**src/rtl/serv_mem_seq_pkg.sv**
```systemverilog
// rtl/serv_mem_seq_pkg.sv - shared types and constants for the serial memory sequencer
package serv_mem_seq_pkg;

  typedef enum logic [1:0] {
    ST_IDLE = 2'd0,
    ST_BUS  = 2'd1,
    ST_CAPT = 2'd2,
    ST_DONE = 2'd3
  } state_t;

  localparam logic [1:0] SIZE_BYTE = 2'b00;
  localparam logic [1:0] SIZE_HALF = 2'b01;
  localparam logic [1:0] SIZE_WORD = 2'b10;

  localparam int TIMEOUT_DEFAULT        = 255;
  localparam int BITS_PER_CYCLE_DEFAULT = 8;

  // Top bit of the addressed datum inside a 32-bit bus word
  function automatic logic sign_bit(input logic [31:0] dat,
                                    input logic [1:0]  size,
                                    input logic [1:0]  lsb);
    logic r;
    case (size)
      SIZE_BYTE: r = dat[{lsb, 3'b111}];
      SIZE_HALF: r = lsb[1] ? dat[31] : dat[15];
      default:   r = dat[31];
    endcase
    return r;
  endfunction

endpackage

```
**src/rtl/serv_mem_sel.sv**
```systemverilog
// rtl/serv_mem_sel.sv - byte-lane select and alignment check for one access
module serv_mem_sel
  import serv_mem_seq_pkg::*;
(
  input  logic [1:0] size,
  input  logic [1:0] lsb,
  output logic [3:0] sel,
  output logic       misalign
);

  // Lane mask from size/offset; half needs even offset, word needs zero offset
  always_comb begin
    sel      = 4'b1111;
    misalign = 1'b0;
    case (size)
      SIZE_BYTE: sel = 4'b0001 << lsb;
      SIZE_HALF: begin
        sel      = 4'b0011 << lsb;
        misalign = lsb[0];
      end
      default:   misalign = (lsb != 2'b00);
    endcase
  end

endmodule

```
**src/rtl/serv_mem_seq.sv**
```systemverilog
// rtl/serv_mem_seq.sv - sequences one load/store over a wishbone-style bus
module serv_mem_seq
  import serv_mem_seq_pkg::*;
#(
  parameter int BITS_PER_CYCLE = BITS_PER_CYCLE_DEFAULT,
  parameter int TIMEOUT        = TIMEOUT_DEFAULT
) (
  input  logic        i_clk,
  input  logic        i_rst_n,
  input  logic        i_req,
  input  logic        i_we,
  input  logic [1:0]  i_size,
  input  logic        i_signed,
  input  logic [31:0] i_adr,
  input  logic [31:0] i_wdat,
  input  logic [1:0]  i_bytecnt,
  input  logic        i_flush,
  output logic        o_busy,
  output logic        o_done,
  output logic        o_misalign,
  output logic        o_bus_err,
  output logic        o_load,
  output logic [31:0] o_rdat,
  output logic        o_sign,
  output logic        o_byte_valid,
  output logic        o_wb_cyc,
  output logic        o_wb_stb,
  output logic        o_wb_we,
  output logic [31:0] o_wb_adr,
  output logic [31:0] o_wb_dat,
  output logic [3:0]  o_wb_sel,
  input  logic [31:0] i_wb_rdt,
  input  logic        i_wb_ack,
  input  logic        i_wb_err
);

  if (!(BITS_PER_CYCLE == 1 || BITS_PER_CYCLE == 2 || BITS_PER_CYCLE == 4 ||
        BITS_PER_CYCLE == 8) || TIMEOUT < 1 || TIMEOUT > 255) begin : g_bad_param
    $error("serv_mem_seq: unsupported BITS_PER_CYCLE or TIMEOUT");
  end

  // Counter value seen during the last BUS cycle allowed before abort
  localparam logic [7:0] TMO_LAST = 8'(TIMEOUT - 1);

  state_t     state;
  state_t     state_nxt;
  logic [1:0] lsb_reg;
  logic [1:0] size_reg;
  logic [7:0] tmo_cnt;
  logic [3:0] req_sel;
  logic       req_misalign;
  logic       accept;
  logic       misalign_evt;
  logic       capture;
  logic       err_evt;

  serv_mem_sel u_sel (
    .size     (i_size),
    .lsb      (i_adr[1:0]),
    .sel      (req_sel),
    .misalign (req_misalign)
  );

  // Next state and transaction events; flush overrides everything, err beats ack
  always_comb begin
    state_nxt    = state;
    accept       = 1'b0;
    misalign_evt = 1'b0;
    capture      = 1'b0;
    err_evt      = 1'b0;
    if (i_flush) begin
      state_nxt = ST_IDLE;
    end else begin
      case (state)
        ST_IDLE: begin
          if (i_req) begin
            if (req_misalign) begin
              misalign_evt = 1'b1;
            end else begin
              accept    = 1'b1;
              state_nxt = ST_BUS;
            end
          end
        end
        ST_BUS: begin
          if (i_wb_err || (!i_wb_ack && tmo_cnt == TMO_LAST)) begin
            err_evt   = 1'b1;
            state_nxt = ST_IDLE;
          end else if (i_wb_ack) begin
            if (o_wb_we) begin
              state_nxt = ST_DONE;
            end else begin
              capture   = 1'b1;
              state_nxt = ST_CAPT;
            end
          end
        end
        ST_CAPT: state_nxt = ST_DONE;
        default: state_nxt = ST_IDLE;
      endcase
    end
  end

  // State register
  always_ff @(posedge i_clk or negedge i_rst_n) begin
    if (!i_rst_n) state <= ST_IDLE;
    else          state <= state_nxt;
  end

  // Bus request registers, timeout counter, captured read data and event pulses
  always_ff @(posedge i_clk or negedge i_rst_n) begin
    if (!i_rst_n) begin
      o_wb_cyc   <= 1'b0;
      o_wb_stb   <= 1'b0;
      o_wb_we    <= 1'b0;
      o_wb_adr   <= 32'h0;
      o_wb_dat   <= 32'h0;
      o_wb_sel   <= 4'h0;
      lsb_reg    <= 2'b00;
      size_reg   <= 2'b00;
      tmo_cnt    <= 8'h0;
      o_rdat     <= 32'h0;
      o_sign     <= 1'b0;
      o_misalign <= 1'b0;
      o_bus_err  <= 1'b0;
    end else begin
      o_misalign <= misalign_evt;
      o_bus_err  <= err_evt;
      if (accept) begin
        o_wb_cyc <= 1'b1;
        o_wb_stb <= 1'b1;
        o_wb_we  <= i_we;
        o_wb_adr <= {i_adr[31:2], 2'b00};
        o_wb_dat <= i_wdat;
        o_wb_sel <= req_sel;
        lsb_reg  <= i_adr[1:0];
        size_reg <= i_size;
        tmo_cnt  <= 8'h0;
      end else if (state == ST_BUS) begin
        if (state_nxt != ST_BUS) begin
          o_wb_cyc <= 1'b0;
          o_wb_stb <= 1'b0;
        end
        tmo_cnt <= tmo_cnt + 8'd1;
      end
      if (capture) begin
        o_rdat <= i_wb_rdt;
        o_sign <= sign_bit(i_wb_rdt, size_reg, lsb_reg) & i_signed;
      end
    end
  end

  assign o_busy       = (state != ST_IDLE);
  assign o_load       = (state == ST_CAPT);
  assign o_done       = (state == ST_DONE);
  assign o_byte_valid = (({1'b0, i_bytecnt} + {1'b0, lsb_reg}) <= 3'd3);

endmodule

```
**config.mk**
```make
export PLATFORM = sky130hd
export DESIGN_NAME = serv_mem_seq
export DESIGN_NICKNAME = d
export VERILOG_FILES = /design/src/rtl/serv_mem_seq_pkg.sv /design/src/rtl/serv_mem_sel.sv /design/src/rtl/serv_mem_seq.sv
export SDC_FILE = /design/constraint.sdc
export NUM_CORES = 1
export LEC_CHECK = 0
export BUFFER_PORTS_ARGS = -buffer_cell sky130_fd_sc_hd__buf_2
export CORE_ASPECT_RATIO = 1.2
export CORE_MARGIN = 4
export CORE_UTILIZATION = 49
export CTS_BUF_LIST = sky130_fd_sc_hd__clkbuf_8
export DETAILED_ROUTE_END_ITERATION = 7
export GPL_TIMING_DRIVEN = 1
export PLACE_DENSITY = 0.82
export SYNTH_ARGS = -nofsm -noshare
export SYNTH_HDL_FRONTEND = slang
export SYNTH_SLANG_ARGS = --single-unit
```
**constraint.sdc**
```tcl
create_clock -name i_clk -period 1.9 [get_ports i_clk]
set_input_delay 0.19 -clock i_clk [delete_from_list [all_inputs] [get_ports i_clk]]
set_output_delay 0.19 -clock i_clk [all_outputs]
set_load 0.02 [all_outputs]
```
==> results of run 1 <==
-- worst min path at each step --
stage                 start                  endpoint  slack, ps  cells after the start
2_1_floorplan       i_rst_n    lsb_reg[0]$_DFFE_PN0P_       -110                      0
3_3_place_gp        i_rst_n  o_wb_adr[12]$_DFFE_PN0P_        140                      1
3_5_place_dp        i_rst_n  o_wb_adr[12]$_DFFE_PN0P_        150                      1
4_1_cts        i_wb_rdt[31]    o_rdat[31]$_DFFE_PN0P_          4                      2
5_1_grt        i_wb_rdt[31]    o_rdat[31]$_DFFE_PN0P_         10                      2
6_report          i_size[0]   size_reg[0]$_DFFE_PN0P_         40                      3
-- cells by family (layout without fill, tap and decap cells) --
group,after synthesis,after routing,share of synthesized area [%]
fa+ha+maj,4,4,1.17
xor+xnor,7,7,1.24
buf+inv,38,360,4.74
flops,117,117,59.3
compound gates,25,25,3.29
simple gates,243,243,20.6
other cells,1,2,0.0760
mux,33,33,9.63
-- metal layers --
| layer | GRT usage [%] | up-vias |
|---|---|---|
| met1 | 29.1 | 2173 |
| li1 | - | 2110 |
| met2 | 46.6 | 232 |
| met3 | 7.35 | 75 |
| met4 | 16.6 | 2 |
| met5 | 0 | - |
-- final cells by class --
type | count | area [sq um] | share of cell area (%)
sequential | 117 | 2930 | 39.0
clock inverter | 12 | 178 | 2.37
tap | 123 | 154 | 2.05
timing repair buffer | 319 | 2160 | 28.8
clock buffer | 19 | 262 | 3.49
multi-input combinational | 314 | 1790 | 23.8
inverter | 10 | 37.5 | 0.500
-- metrics by stage --
step | power (mW) | cells | worst slack, ps
finish | 8.62 | 914 | 104
detailed placement | 5.89 | 789 | 165
floorplan | 4.91 | 469 | 223
global route | 9.04 | 914 | 21.0
CTS | 8.57 | 914 | 153
global placement | 5.79 | 789 | 202
-- cells in the mapped netlist, types with 2 or more instances --
master,instances,area (sq um)
sky130_fd_sc_hd__xor2_1,6,52.6
sky130_fd_sc_hd__dfrtp_1,117,2930
sky130_fd_sc_hd__and3_1,2,12.5
sky130_fd_sc_hd__a32oi_1,2,17.5
sky130_fd_sc_hd__nand2_1,202,758
sky130_fd_sc_hd__nor2_1,16,60.1
sky130_fd_sc_hd__nand4_1,4,25.0
sky130_fd_sc_hd__buf_12,3,60.1
sky130_fd_sc_hd__buf_4,4,30.0
sky130_fd_sc_hd__mux2_4,28,420
sky130_fd_sc_hd__mux2_2,4,45.0
sky130_fd_sc_hd__clkbuf_1,9,33.8
sky130_fd_sc_hd__nand3_1,2,10.0
sky130_fd_sc_hd__ha_1,3,37.5
sky130_fd_sc_hd__inv_1,10,37.5
sky130_fd_sc_hd__buf_6,2,22.5
sky130_fd_sc_hd__o21ai_0,9,45.0
sky130_fd_sc_hd__buf_2,10,50.1
sky130_fd_sc_hd__a21oi_1,5,25.0
-- repair_timing --
| item | 4_1_cts | 5_1_grt |
|---|---|---|
| hold buffers | 94 | 0 |
| hold endpoints to repair | 120 | 0 |
| endpoints found under the setup margin | 0 | 0 |
| buffers inserted | 0 | 0 |
-- worst max-delay path: stages (launching register included) --
cell and delay [ps]:
sky130_fd_sc_hd__dfrtp_1 420, sky130_fd_sc_hd__nand4bb_1 230, sky130_fd_sc_hd__or3_2 470, sky130_fd_sc_hd__buf_12 210, sky130_fd_sc_hd__mux2_4 330
-- power by group through the flow --
stage          registers (mW)  logic (mW)  clock network, mW
2_1_floorplan            4.14       0.771                  0
3_3_place_gp             3.47        2.32                  0
3_5_place_dp             3.49        2.40                  0
4_1_cts                  3.46        2.55               2.56
5_1_grt                  3.57        2.80               2.67
6_report                 3.49        2.60               2.53
==> results.md, run 1 <==
- Final routed DRC violation total: 0
- Data required time of the critical path: 2200 ps
- Commonest register cell after synthesis: sky130_fd_sc_hd__dfrtp_1
- DIE WIDTH: 99.6 um
- Vias in the first global route: 5036
- Y dimension of the die: 118 um
- Placed Area: 0.00612 sq mm
- TritonCTS clock tree: built
- Count of yosys warnings during synthesis: 0
- First-pass GRT wire length: 25.0 mm
- Cell row count: 39
- Starting utilization of the core area: 51.1%
- Cell area after synthesis: 0.00494 sq mm
- Power share of the sequential group: 40.5%
- Final core utilization: 77.6%
- Post-synthesis average cell area: 10.5 sq um
- Leading cell type in the layout, fill and taps excluded: sky130_fd_sc_hd__buf_2
- Area grow syn2layout: 52.0%
- Switching power of the nets: 2.98 mW
- Total routed wire length on the met1 layer: 5.52 mm
- CP endpoint: o_rdat[16]$_DFFE_PN0P_
- Area of the core region: 0.00966 sq mm
- Internal power: 5.64 mW
- Static leakage power: 4.18 nW
- Max Buffers Root-to-Sink: 2
- R2r worst-path depth: 4
- Largest fanout on the critical path: 34
- CTS clock-pin slew for the worst setup and hold paths: 70 ps
- Num CTS Buffers: 17
- Post-layout minimum cycle time: 1800 ps
- Max VDD drop: 0.000611 V
- Synthesized instance count: 468
- Cell at the root of the clock tree: sky130_fd_sc_hd__clkbuf_8
- Share of the yosys chip area belonging to registers: 59.3%
- Top layer reached by signal wires: met5
- P per Cell Area: 1150 mW/mm^2
- Slack of the worst reg-to-reg path: 100 ps
- Proportion of register bits with asynchronous set or reset after synthesis: 100%
- Hold Crit Class: primary input to register
- Number of design-rule violations left by the first detailed-router iteration: 244
- Final hold vios: 0
- Startpoint of the lowest-slack register-to-register path: state[1]$_DFF_PN0_
- Per-cell routed wire length: 17.0 um
- Final estimated routing congestion in global placement: 0.833
- Number of fillers in the final layout: 587
- Wire length after detailed routing: 15.5 mm
- Element type at the critical path start: register
- Proportion of power drawn by the clock network: 29.3%
- Proportion of layout cells with a drive suffix above 1: 37.5%
- Largest net degree at the start of global routing: 47
- Number of vias after detailed routing: 4592
- Worst Clk Skew: 6.06 ps
- Maximum achievable frequency: 0.557 GHz
- Switching share of power: 34.6%
- Total number of H-tree levels: 4
- Unrepaired setup endpoints after global routing: no
- Final number of setup-violating endpoints: 0
- Final number of max-transition violations: 0
- Result of the run: finished clean
- Critical setup path kind: register to register
- Number of flip-flops and latches in the synthesized netlist: 117
- Largest registers: o_rdat (32), o_wb_dat (32), o_wb_adr (30)
- Count of buffers inserted at the top-level ports: 215
- Final std cell area, no fill: 0.00750 sq mm
- Number of nets in the layout: 891
- Worst EP arrival: 2100 ps
- Number of nets still failing antenna checks after routing: 0
- Period utilization: 94.5%
- Number of flops mapped to enable cells by yosys: 0
- Clock tree sinks: 117
- Number of antenna violations at the first check in global routing: 1
- Commonest cells after routing, fill and taps aside: 214 x sky130_fd_sc_hd__buf_2, 202 x sky130_fd_sc_hd__nand2_1, 117 x sky130_fd_sc_hd__dfrtp_1, 94 x sky130_fd_sc_hd__dlygate4sd3_1, 28 x sky130_fd_sc_hd__mux2_4
- Met2 routed wirelength: 8.10 mm
- Hold WS: 35.5 ps
- Post-Route Setup TNS: 0 ps
- Drt pass-1 iters: 4
- Crit path launch: state[1]$_DFF_PN0_
- Insertion delay of the later-clocked pin in the worst-skew pair: 420 ps
- Detailed route wirelength on metal3: 1.08 mm
- Half-perimeter wire length of the detailed placement result: 9.12 mm
- Die outline area: 0.0118 sq mm
- Part of the total power dissipated in combinational logic: 30.2%
- Synth cell types: 49
- Critical path capture point type: register
- Number of max-capacitance violations reported: 0
- Ant diodes: 0
- Top-Level Pins: 218
- Total grt overflow: 0
- Quantity of gates resized following cts: 0
- Number of vias per cell: 5.02
- Total Routing Usage GR: 27.1%
- Destination of the worst register-to-register timing path: o_rdat[16]$_DFFE_PN0P_
Power figures use the tool's default switching activity.
==> inputs of run 2 (changes only) <==
--- a/config.mk
+++ b/config.mk
@@ -12,7 +12,8 @@
 export CTS_BUF_LIST = sky130_fd_sc_hd__clkbuf_8
 export DETAILED_ROUTE_END_ITERATION = 7
 export GPL_TIMING_DRIVEN = 1
-export PLACE_DENSITY = 0.82
+export PLACE_DENSITY = 0.83
 export SYNTH_ARGS = -nofsm -noshare
 export SYNTH_HDL_FRONTEND = slang
+export SYNTH_HIERARCHICAL = 1
 export SYNTH_SLANG_ARGS = --single-unit
==> results.md, run 2 <==
- Result of the run: finished clean
- Largest registers: o_rdat (32), o_wb_dat (32), o_wb_adr (30)
- Final estimated routing congestion in global placement: 0.777
- Master of the slowest instance on the critical path: sky130_fd_sc_hd__dlygate4sd3_1
- Final number of setup-violating endpoints: 0
- Proportion of register bits with asynchronous set or reset after synthesis: 100%
- Portion of synthesized cell area occupied by the leading cell type: 60.7%
- Cell area after synthesis: 0.00482 sq mm
- Switching power of the nets: 2.92 mW
- Largest fanout on the critical path: 24
- Data required time of the critical path: 2210 ps
- Footprint of the multi-input gates: 0.00176 sq mm
- CTS clock-pin slew for the worst setup and hold paths: 70 ps
- Synth cell types: 36
- Number of flops mapped to enable cells by yosys: 0
- Half-perimeter wire length of the detailed placement result: 8.75 mm
- Synthesized instance count: 319
- Power share of the sequential group: 40.3%
- Clock tree sinks: 117
- Per-cell routed wire length: 19.2 um
- Num CTS Buffers: 17
- Top cells by instance count after synthesis: 117 x sky130_fd_sc_hd__dfrtp_1, 70 x sky130_fd_sc_hd__mux2_2, 28 x sky130_fd_sc_hd__mux2_4
- Insertion delay of the later-clocked pin in the worst-skew pair: 440 ps
- Number of nets in the layout: 755
- Internal power: 5.79 mW
- Die outline area: 0.0115 sq mm
- Post-layout minimum cycle time: 1880 ps
- Number of fillers in the final layout: 568
- Cell at the root of the clock tree: sky130_fd_sc_hd__clkbuf_8
- Fin cells: 780
- Starting utilization of the core area: 50.4%
- Total Routing Usage GR: 26.4%
- Cell chain of the critical path: dlygate4sd3_1 -> buf_2 -> nor4b_2 -> nor2b_4 -> buf_12 -> mux2_2
- Proportion of layout cells with a drive suffix above 1: 54.7%
- Wire length after detailed routing: 15.0 mm
- Number of vias per cell: 5.07
- Y dimension of the die: 117 um
- Part of the total power dissipated in combinational logic: 31.0%
- Area of the core region: 0.00956 sq mm
- FF/Latch Area: 0.00293 sq mm
- Unrepaired setup endpoints after global routing: yes
- Final hold vios: 0
- Slack of the worst reg-to-reg path: 40 ps
- Share of the yosys chip area belonging to registers: 60.7%
- Final std cell area, no fill: 0.00752 sq mm
- Number of flip-flops and latches in the synthesized netlist: 117
- Placed Cells incl. Taps: 651
- Area grow syn2layout: 55.9%
- Count of buffering cells on the critical path with inverters included: 3
- Top-Level Pins: 218
- Final routed DRC violation total: 0
- Worst slew margin relative to its limit: 61.5%
- Cell row count: 39
- Max Buffers Root-to-Sink: 2
- Transition time at the pin with the least slew margin: 578 ps
- Total number of H-tree levels: 4
- Final core utilization: 78.6%
- Static leakage power: 3.81 nW
- Largest net degree at the start of global routing: 45
- Biggest cell delay along the critical path: 550 ps
- Kind of cell adding the most delay to the critical path: buffers and inverters
- Hold Crit Class: primary input to register
- Most instantiated library cell after synthesis: sky130_fd_sc_hd__dfrtp_1
- First-pass GRT wire length: 23.0 mm
- Number of antenna violations at the first check in global routing: 1
- DIE WIDTH: 98.6 um
- Commonest cells after routing, fill and taps aside: 214 x sky130_fd_sc_hd__buf_2, 117 x sky130_fd_sc_hd__dfrtp_1, 95 x sky130_fd_sc_hd__dlygate4sd3_1, 70 x sky130_fd_sc_hd__mux2_2, 28 x sky130_fd_sc_hd__mux2_4
- Commonest register cell after synthesis: sky130_fd_sc_hd__dfrtp_1
- Max VDD drop: 0.000785 V
- Maximum achievable frequency: 0.533 GHz
- Final number of max-transition violations: 0
- Leading cell type in the layout, fill and taps excluded: sky130_fd_sc_hd__buf_2
- Critical setup path kind: primary input to register
- Worst Clk Skew: 14.4 ps
- Number of max-capacitance violations reported: 0
- P per Cell Area: 1160 mW/mm^2
- Count of buffers inserted at the top-level ports: 215
- Worst EP arrival: 2180 ps
- Critical path capture point type: register
- Element type at the critical path start: primary input
- Period utilization: 98.8%
- Library cell with the largest summed area after synthesis: sky130_fd_sc_hd__dfrtp_1
- Switching share of power: 33.5%
- Proportion of power drawn by the clock network: 28.7%
- Count of yosys warnings during synthesis: 6
- TritonCTS clock tree: built
- Number of nets still failing antenna checks after routing: 0
- Drt pass-1 iters: 4
- Number of vias after detailed routing: 3954
- Vias in the first global route: 4484
- Post-synthesis average cell area: 15.1 sq um
- Synth area leaders: sky130_fd_sc_hd__dfrtp_1 61%, sky130_fd_sc_hd__mux2_2 16%, sky130_fd_sc_hd__mux2_4 8.7%
- Number of design-rule violations left by the first detailed-router iteration: 115
- Placed Area: 0.00609 sq mm
- Total grt overflow: 0
run 2: logic make-up after synthesis:
group                    synth area share (%)
XOR/XNOR                                 1.27
adder cells (fa/ha/maj)                  1.19
AO/OA/AOI/OAI                            2.34
flip-flops                               60.7
multiplexers                             26.0
other                                  0.0778
buffers and inverters                    3.24
AND/OR/NAND/NOR                          5.16
run 2: worst reg2reg max path, cell delays in order (launching register included):
cell                      delay, ps
sky130_fd_sc_hd__dfrtp_1        410
sky130_fd_sc_hd__nor4b_2        380
sky130_fd_sc_hd__nor2b_4        350
sky130_fd_sc_hd__buf_12         220
sky130_fd_sc_hd__mux2_2         390
run 2: power by group through the flow:
| stage | sequential (mW) | combinational (mW) | clock [mW] |
|---|---|---|---|
| 3_3_place_gp | 3.46 | 2.41 | 0 |
| 4_1_cts | 3.47 | 2.65 | 2.51 |
| 2_1_floorplan | 4.18 | 0.802 | 0 |
| 6_report | 3.51 | 2.69 | 2.50 |
| 5_1_grt | 3.59 | 2.85 | 2.66 |
| 3_5_place_dp | 3.51 | 2.49 | 0 |
run 2: worst paths after layout:
check                                         from  cells past startpoint                       end
hold reg to reg            o_wb_sel[0]$_DFFE_PN0P_                      1   o_wb_sel[0]$_DFFE_PN0P_
min in group asynchronous                  i_rst_n                      2  o_wb_adr[12]$_DFFE_PN0P_
hold / removal                         i_wb_rdt[7]                      2     o_rdat[7]$_DFFE_PN0P_
max in group asynchronous                  i_rst_n                      3     o_rdat[3]$_DFFE_PN0P_
setup reg to reg                state[1]$_DFF_PN0_                      4  o_wb_adr[14]$_DFFE_PN0P_
setup / recovery                           i_flush                      6  o_wb_adr[14]$_DFFE_PN0P_
run 2: timing repair:
item	in CTS	in global routing
endpoints found under the hold margin	134	1
gates cloned	1	0
endpoints found under the setup margin	72	1
hold buffers	94	1
resized for setup	2	0
setup buffers	0	0
run 2: cell type report:
class	count	area share (%)
clock inverters	14	2.46
well taps	123	2.05
diodes	1	0.0333
multi-input cells	179	23.4
clock buffers	18	3.30
inverters	6	0.300
flip-flops and latches	117	38.9
repair buffers	322	29.5
run 2: layer usage:
layer / wire length (um) / GRT usage (%)
met3: 821 / 6.51
met5: 0 / 0
met4: 486 / 13.4
met1: 5110 / 26.3
met2: 8550 / 50.9
run 2: per-stage QoR:
stage | total power, mW | setup TNS, ps | setup WS, ps | hold WS [ps]
after floorplan | 4.99 | 0 | 80.4 | -106
after global placement | 5.88 | -1630 | -36.0 | 206
after detailed placement | 6.00 | -4830 | -95.2 | 220
after CTS | 8.64 | 0 | 51.1 | 1.52
after global routing | 9.11 | -13.3 | -13.3 | 14.0
final | 8.70 | 0 | 23.7 | 31.7
